<file path="src/rtl/athos_obi_stream_reader.sv">
// Purpose: OBI read initiator that fetches len 32-bit words from src_addr and streams them out in order.
// Latency: first stream beat is visible one cycle after its rvalid (registered FIFO, no bypass).
// Backpressure: m_ready_i stalls drain the FIFO; new requests are withheld until every response has a FIFO slot.
module athos_obi_stream_reader #(
    parameter int FIFO_DEPTH = 4,
    parameter int LEN_W      = 16
) (
    input  logic             clk_i,
    input  logic             rst_ni,
    input  logic             start_i,
    input  logic [31:0]      src_addr_i,
    input  logic [LEN_W-1:0] len_i,
    output logic             busy_o,
    output logic             done_o,
    output logic             obi_req_o,
    output logic             obi_we_o,
    output logic [3:0]       obi_be_o,
    output logic [31:0]      obi_addr_o,
    output logic [31:0]      obi_wdata_o,
    input  logic             obi_gnt_i,
    input  logic             obi_rvalid_i,
    input  logic [31:0]      obi_rdata_i,
    output logic             m_valid_o,
    output logic [31:0]      m_data_o,
    output logic             m_last_o,
    input  logic             m_ready_i
);

    localparam int AW  = (FIFO_DEPTH > 1) ? $clog2(FIFO_DEPTH) : 1;
    localparam int OW  = AW + 1;      // holds 0..FIFO_DEPTH
    localparam int CRW = OW + 1;      // outstanding + fifo count
    localparam int CW  = LEN_W + 1;   // word counters, room for a full 2^LEN_W-1 count

    typedef enum logic [1:0] {
        ST_IDLE  = 2'd0,
        ST_RUN   = 2'd1,
        ST_DRAIN = 2'd2,
        ST_DONE  = 2'd3
    } state_t;

    state_t           state_q, state_d;
    logic [31:0]      addr_q;
    logic [CW-1:0]    len_q, issued_q, delivered_q;
    logic [OW-1:0]    outstanding_q, fifo_cnt_q;
    logic [AW-1:0]    wr_ptr_q, rd_ptr_q;
    logic [31:0]      mem_q [FIFO_DEPTH];

    logic             active, start_acc, gnt_acc, rsp_acc, pop, fifo_empty, last_word, req;
    logic [CRW-1:0]   credit_used;
    logic             unused_addr_lsb;

    // Low address bits are forced to zero on latch; keep them visibly consumed.
    assign unused_addr_lsb = ^src_addr_i[1:0];

    assign active      = (state_q == ST_RUN) || (state_q == ST_DRAIN);
    assign start_acc   = (state_q == ST_IDLE) && start_i;
    assign credit_used = CRW'(outstanding_q) + CRW'(fifo_cnt_q);
    // Issue only while a FIFO slot is reserved for the response: OBI cannot stall rvalid.
    assign req         = (state_q == ST_RUN) && (issued_q < len_q) && (credit_used < CRW'(FIFO_DEPTH));
    assign gnt_acc     = req && obi_gnt_i;
    // Responses outside an active transfer (e.g. in flight across a reset) are dropped.
    assign rsp_acc     = active && obi_rvalid_i && (outstanding_q != '0);
    assign fifo_empty  = (fifo_cnt_q == '0);
    assign pop         = !fifo_empty && m_ready_i;
    assign last_word   = (delivered_q == len_q - CW'(1));

    assign busy_o      = active;
    assign done_o      = (state_q == ST_DONE);
    assign obi_req_o   = req;
    assign obi_we_o    = 1'b0;
    assign obi_be_o    = 4'hF;
    assign obi_addr_o  = addr_q;
    assign obi_wdata_o = '0;
    assign m_valid_o   = !fifo_empty;
    assign m_data_o    = fifo_empty ? '0 : mem_q[rd_ptr_q];
    assign m_last_o    = !fifo_empty && last_word;

    // State register.
    always_ff @(posedge clk_i or negedge rst_ni) begin
        if (!rst_ni) state_q <= ST_IDLE;
        else         state_q <= state_d;
    end

    // Next-state: a zero-length start completes without touching the bus.
    always_comb begin
        state_d = state_q;
        case (state_q)
            ST_IDLE:  if (start_i) state_d = (len_i == '0) ? ST_DONE : ST_RUN;
            ST_RUN:   if (gnt_acc && (issued_q == len_q - CW'(1))) state_d = ST_DRAIN;
            ST_DRAIN: if (pop && last_word) state_d = ST_DONE;
            ST_DONE:  state_d = ST_IDLE;
            default:  state_d = ST_IDLE;
        endcase
    end

    // Transfer parameters, address generator and word counters.
    always_ff @(posedge clk_i or negedge rst_ni) begin
        if (!rst_ni) begin
            addr_q      <= '0;
            len_q       <= '0;
            issued_q    <= '0;
            delivered_q <= '0;
        end else if (start_acc) begin
            addr_q      <= {src_addr_i[31:2], 2'b00};
            len_q       <= CW'(len_i);
            issued_q    <= '0;
            delivered_q <= '0;
        end else begin
            if (gnt_acc) begin
                addr_q   <= addr_q + 32'd4;
                issued_q <= issued_q + CW'(1);
            end
            if (pop) delivered_q <= delivered_q + CW'(1);
        end
    end

    // Outstanding requests: grant adds one, accepted response retires one.
    always_ff @(posedge clk_i or negedge rst_ni) begin
        if (!rst_ni) begin
            outstanding_q <= '0;
        end else begin
            case ({gnt_acc, rsp_acc})
                2'b10:   outstanding_q <= outstanding_q + OW'(1);
                2'b01:   outstanding_q <= outstanding_q - OW'(1);
                default: outstanding_q <= outstanding_q;
            endcase
        end
    end

    // FIFO pointers and occupancy; simultaneous push and pop keep the count.
    always_ff @(posedge clk_i or negedge rst_ni) begin
        if (!rst_ni) begin
            wr_ptr_q   <= '0;
            rd_ptr_q   <= '0;
            fifo_cnt_q <= '0;
        end else begin
            if (rsp_acc) wr_ptr_q <= wr_ptr_q + AW'(1);
            if (pop)     rd_ptr_q <= rd_ptr_q + AW'(1);
            if (rsp_acc && !pop)      fifo_cnt_q <= fifo_cnt_q + OW'(1);
            else if (pop && !rsp_acc) fifo_cnt_q <= fifo_cnt_q - OW'(1);
        end
    end

    // FIFO storage: data only, no reset needed.
    always_ff @(posedge clk_i) begin
        if (rsp_acc) mem_q[wr_ptr_q] <= obi_rdata_i;
    end

endmodule
</file>
<file path="config.mk">
export PLATFORM = sky130hd
export DESIGN_NAME = athos_obi_stream_reader
export DESIGN_NICKNAME = d
export VERILOG_FILES = /design/src/rtl/athos_obi_stream_reader.sv
export SDC_FILE = /design/constraint.sdc
export NUM_CORES = 1
export LEC_CHECK = 0
export ABC_AREA = 1
export CORE_ASPECT_RATIO = 2
export CORE_MARGIN = 2
export CORE_UTILIZATION = 35
export DETAILED_ROUTE_END_ITERATION = 10
export GPL_TIMING_DRIVEN = 1
export PLACE_DENSITY = 0.54
export SYNTH_ARGS = -nofsm -noshare
export SYNTH_HDL_FRONTEND = slang
export SYNTH_SLANG_ARGS = --single-unit
export TNS_END_PERCENT = 10
</file>
<file path="constraint.sdc">
create_clock -name clk_i -period 2.9 [get_ports clk_i]
set_input_delay 0.87 -clock clk_i [delete_from_list [all_inputs] [get_ports clk_i]]
set_output_delay 0.87 -clock clk_i [all_outputs]
set_load 0.01 [all_outputs]
</file>
==> results.yml <==
outcome:
  run_status: "finished with violations"
  violations: "setup timing"
place:
  placed_area_um2: 15000
  portBuffers: 150
  gp_congestion: 0.896
  dp_hpwl_um: 26200
  dp.cells: 2077
pwr:
  leakage_uw: 0.00682
  vdd_drop_max_uv: 508
  p_per_area_nw_per_um2: 1010
worst_setup_path:
  cp-end-kind: "output port"
  cp-start-kind: "register"
  r2r_setup_slack_ps: -340
  slowest_stage: "dfrtp_1"
  crit_fanout: 3
  rr_worst_depth: 25
  critPathTopFamily: "simple AND/OR/NAND/NOR gates"
  crit_top_cell: "buf_4"
  r2r_end: "state_q[0]"
  critical-path-max-stage-delay_ps: 390
  cp_cell_sequence: "inv_2, ha_4, buf_4, nand2_1, nor2_2, nand2_1, nand2_2, nor2_1, nor2_1, nand3_1, nor3_2, buf_4, nand3_1, nor3_2, buf_4"
  cp.required_ps: 2030
  arrival_ps: 2620
  crit_buf_inv: 4
  cp_num_cells: 15
  crit_type: "register to output port"
  r2r_start: "len_q[1]"
clock_network:
  hold_buffers: 0
  root_buffer: "clkbuf_16"
  cts_made_buffers: 22
  clockBufferDepth: 3
  cts_tree: "built"
  clk_latency_ps: 530
  cts_num_sinks: 220
  clk_pin_slew_worst_paths_ps: 70
  ctsHtreeMaxLevel: 1
layout:
  fin_cells: 2144
  multi_input_area_um2: 5230
  drive_above_1_share_pct: 18.6
  antenna_cells: 0
  area_growth_pct: 36.6
  nets: 1813
  design_area_um2: 16300
  seqCellArea_um2: 6150
  fillCellCount: 3262
  layout_commonest_cell: "nand2_1"
  final_util_pct: 48.5
  layout_common_cells: "nand2_1, nor2_1, buf_4, edfxtp_1, o21ai_0"
logic_synthesis:
  async_flop_share_pct: 41.8
  seq_area_frac_synth_pct: 51.6
  ys_seq_elements: 220
  yosys.area.top_type_share_pct: 32.3
  avgSynthCellArea_um2: 8.59
  yosysWarningCount: 0
  netlist_area_um2: 11900
  synth.area.top_cells: "edfxtp_1, dfrtp_1, nand2_1"
  ys_types: 48
  ys.flop_type: "edfxtp_1"
  postSynthCellCount: 1387
  synth_top_area_cell: "edfxtp_1"
  synth_edf_count: 128
floorplanning:
  row_count: 95
  start_util_pct: 35.5
  die_w_um: 134
  io_pins: 192
  dieArea_um2: 35600
  coreArea_um2: 33500
  dieHeight_um: 265
sta:
  setup_slack_ps: -585
  rsz0062_at_grt: "true"
  final_max_slew_viol_count: 0
  relSlewSlack_pct: 51.5
  fin_crit_sh_pct: 120
  fin_tns_setup_ps: -1560
  tightest_slew_ps: 722
  fin_crit_ps: 3490
  hold_viol_final: 0
  finalSetupViolCount: 4
  fmax_mhz: 287
  fin_skew_ps: 21.3
  whs_ps: 288
global_route:
  grt-ovfl-total: 0
  antenna_found_initial: 0
  grtUsageTotal_pct: 20.4
  grt_first_pass_wirelength_um: 56200
  grt_start_max_net_pins: 56
  grt_pass1_vias: 10900
run:
  maxCapViolations: 0
detailed_routing:
  num_vias: 10500
  drc: 0
  viasPerCell: 4.89
  drt_pass1_iterations: 5
  wl_um: 36100
  ant_nets: 0
  drt_iter0_drc: 376
  wl_per_cell_um: 16.8
hold_path:
  hold_class: "primary input to asynchronous set/reset pin"
==> per-stage QoR <==
| step | total power (uW) | worst slack, ps |
|---|---|---|
| 3_5_place_dp | 12900 | -637 |
| 4_1_cts | 16400 | -612 |
| 5_1_grt | 17600 | -778 |
| 2_1_floorplan | 8760 | -307 |
| 6_report | 16500 | -585 |
| 3_3_place_gp | 12800 | -626 |
==> area by class of cell <==
type	count	share of cell area (%)
clock buffer	25	3.58
tap	436	3.35
timing repair buffer	327	18.8
sequential	220	37.8
inverter	119	2.81
multi-input combinational	1002	32.2
clock inverter	15	1.42
==> synth_stat cells, types with 3 or more instances <==
| master | n |
|---|---|
| a31oi_2 | 5 |
| nor4_1 | 6 |
| nand2_1 | 250 |
| nor2_1 | 240 |
| xnor2_1 | 10 |
| a21oi_1 | 66 |
| xor2_1 | 20 |
| nand3_1 | 90 |
| ha_1 | 33 |
| buf_6 | 3 |
| inv_1 | 117 |
| edfxtp_1 | 128 |
| buf_1 | 6 |
| nand4_1 | 19 |
| o211ai_1 | 6 |
| nor2_2 | 7 |
| clkbuf_1 | 32 |
| nand2_2 | 4 |
| o21a_1 | 3 |
| a31oi_1 | 14 |
| nor3_1 | 37 |
| dfrtp_1 | 92 |
| o21ai_0 | 121 |
| nor3_2 | 4 |
| o21ai_1 | 3 |
| buf_4 | 41 |
==> worst reg2reg max path, delay by kind of cell, from the launching register on <==
| family | cells | cell delay [ps] |
|---|---|---|
| xor+xnor | 1 | 150 |
| buf+inv | 12 | 1500 |
| flops | 1 | 390 |
| simple gates | 12 | 1090 |
==> what timing repair did <==
action	4_1_cts	5_1_grt
resized for setup	75	60
setup buffers	18	11
gates cloned	1	0
pin swaps	26	29
hold endpoints to repair	0	0
setup endpoints to repair	36	66
==> power by group <==
| part | switching (uW) | internal (uW) | leakage [uW] | total [uW] |
|---|---|---|---|---|
| registers | 581 | 4050 | 0.00231 | 4630 |
| clock network | 1290 | 1920 | 0.000385 | 3210 |
| logic | 4660 | 3940 | 0.00412 | 8610 |
| total | 6530 | 9920 | 0.00682 | 16500 |
==> worst max path at each step <==
stage                   to    startpoint  slack, ps
3_5_place_dp      m_last_o      len_q[1]       -640
5_1_grt           m_last_o      len_q[1]       -780
6_report          m_last_o      len_q[1]       -590
3_3_place_gp      m_last_o      len_q[1]       -630
4_1_cts           m_last_o      len_q[3]       -610
2_1_floorplan  mem_q[0][0]  obi_rvalid_i       -310
==> sequential cells by signal, summed over array words and instances (netlist names), 3 cells and up <==
name / flops
issued_q: 17
delivered_q: 17
fifo_cnt_q: 3
len_q: 16
mem_q: 128
outstanding_q: 3
obi_addr_o: 30
==> routing by layer <==
layer  GRT usage, %  vias to the layer above  part of all wire [%]
li1               -                     5185                     -
met1           19.0                     4934                    34
met4           11.9                        0                   5.9
met3           2.22                       94                   3.7
met2           41.0                      271                    57
met5              0                        -                     0
==> cells by family (layout without fill, tap and decap cells) <==
group / Yosys count / count (layout) / share of synthesized area (%)
xor+xnor: 30 / 30 / 2.21
other cells: 2 / 39 / 0.0631
mux: 1 / 1 / 0.0945
simple gates: 669 / 670 / 23.9
buf+inv: 203 / 486 / 7.92
compound gates: 227 / 227 / 10.4
flops: 220 / 220 / 51.6
fa+ha+maj: 35 / 35 / 3.80
Note: power is estimated with default switching activity, not from simulation.
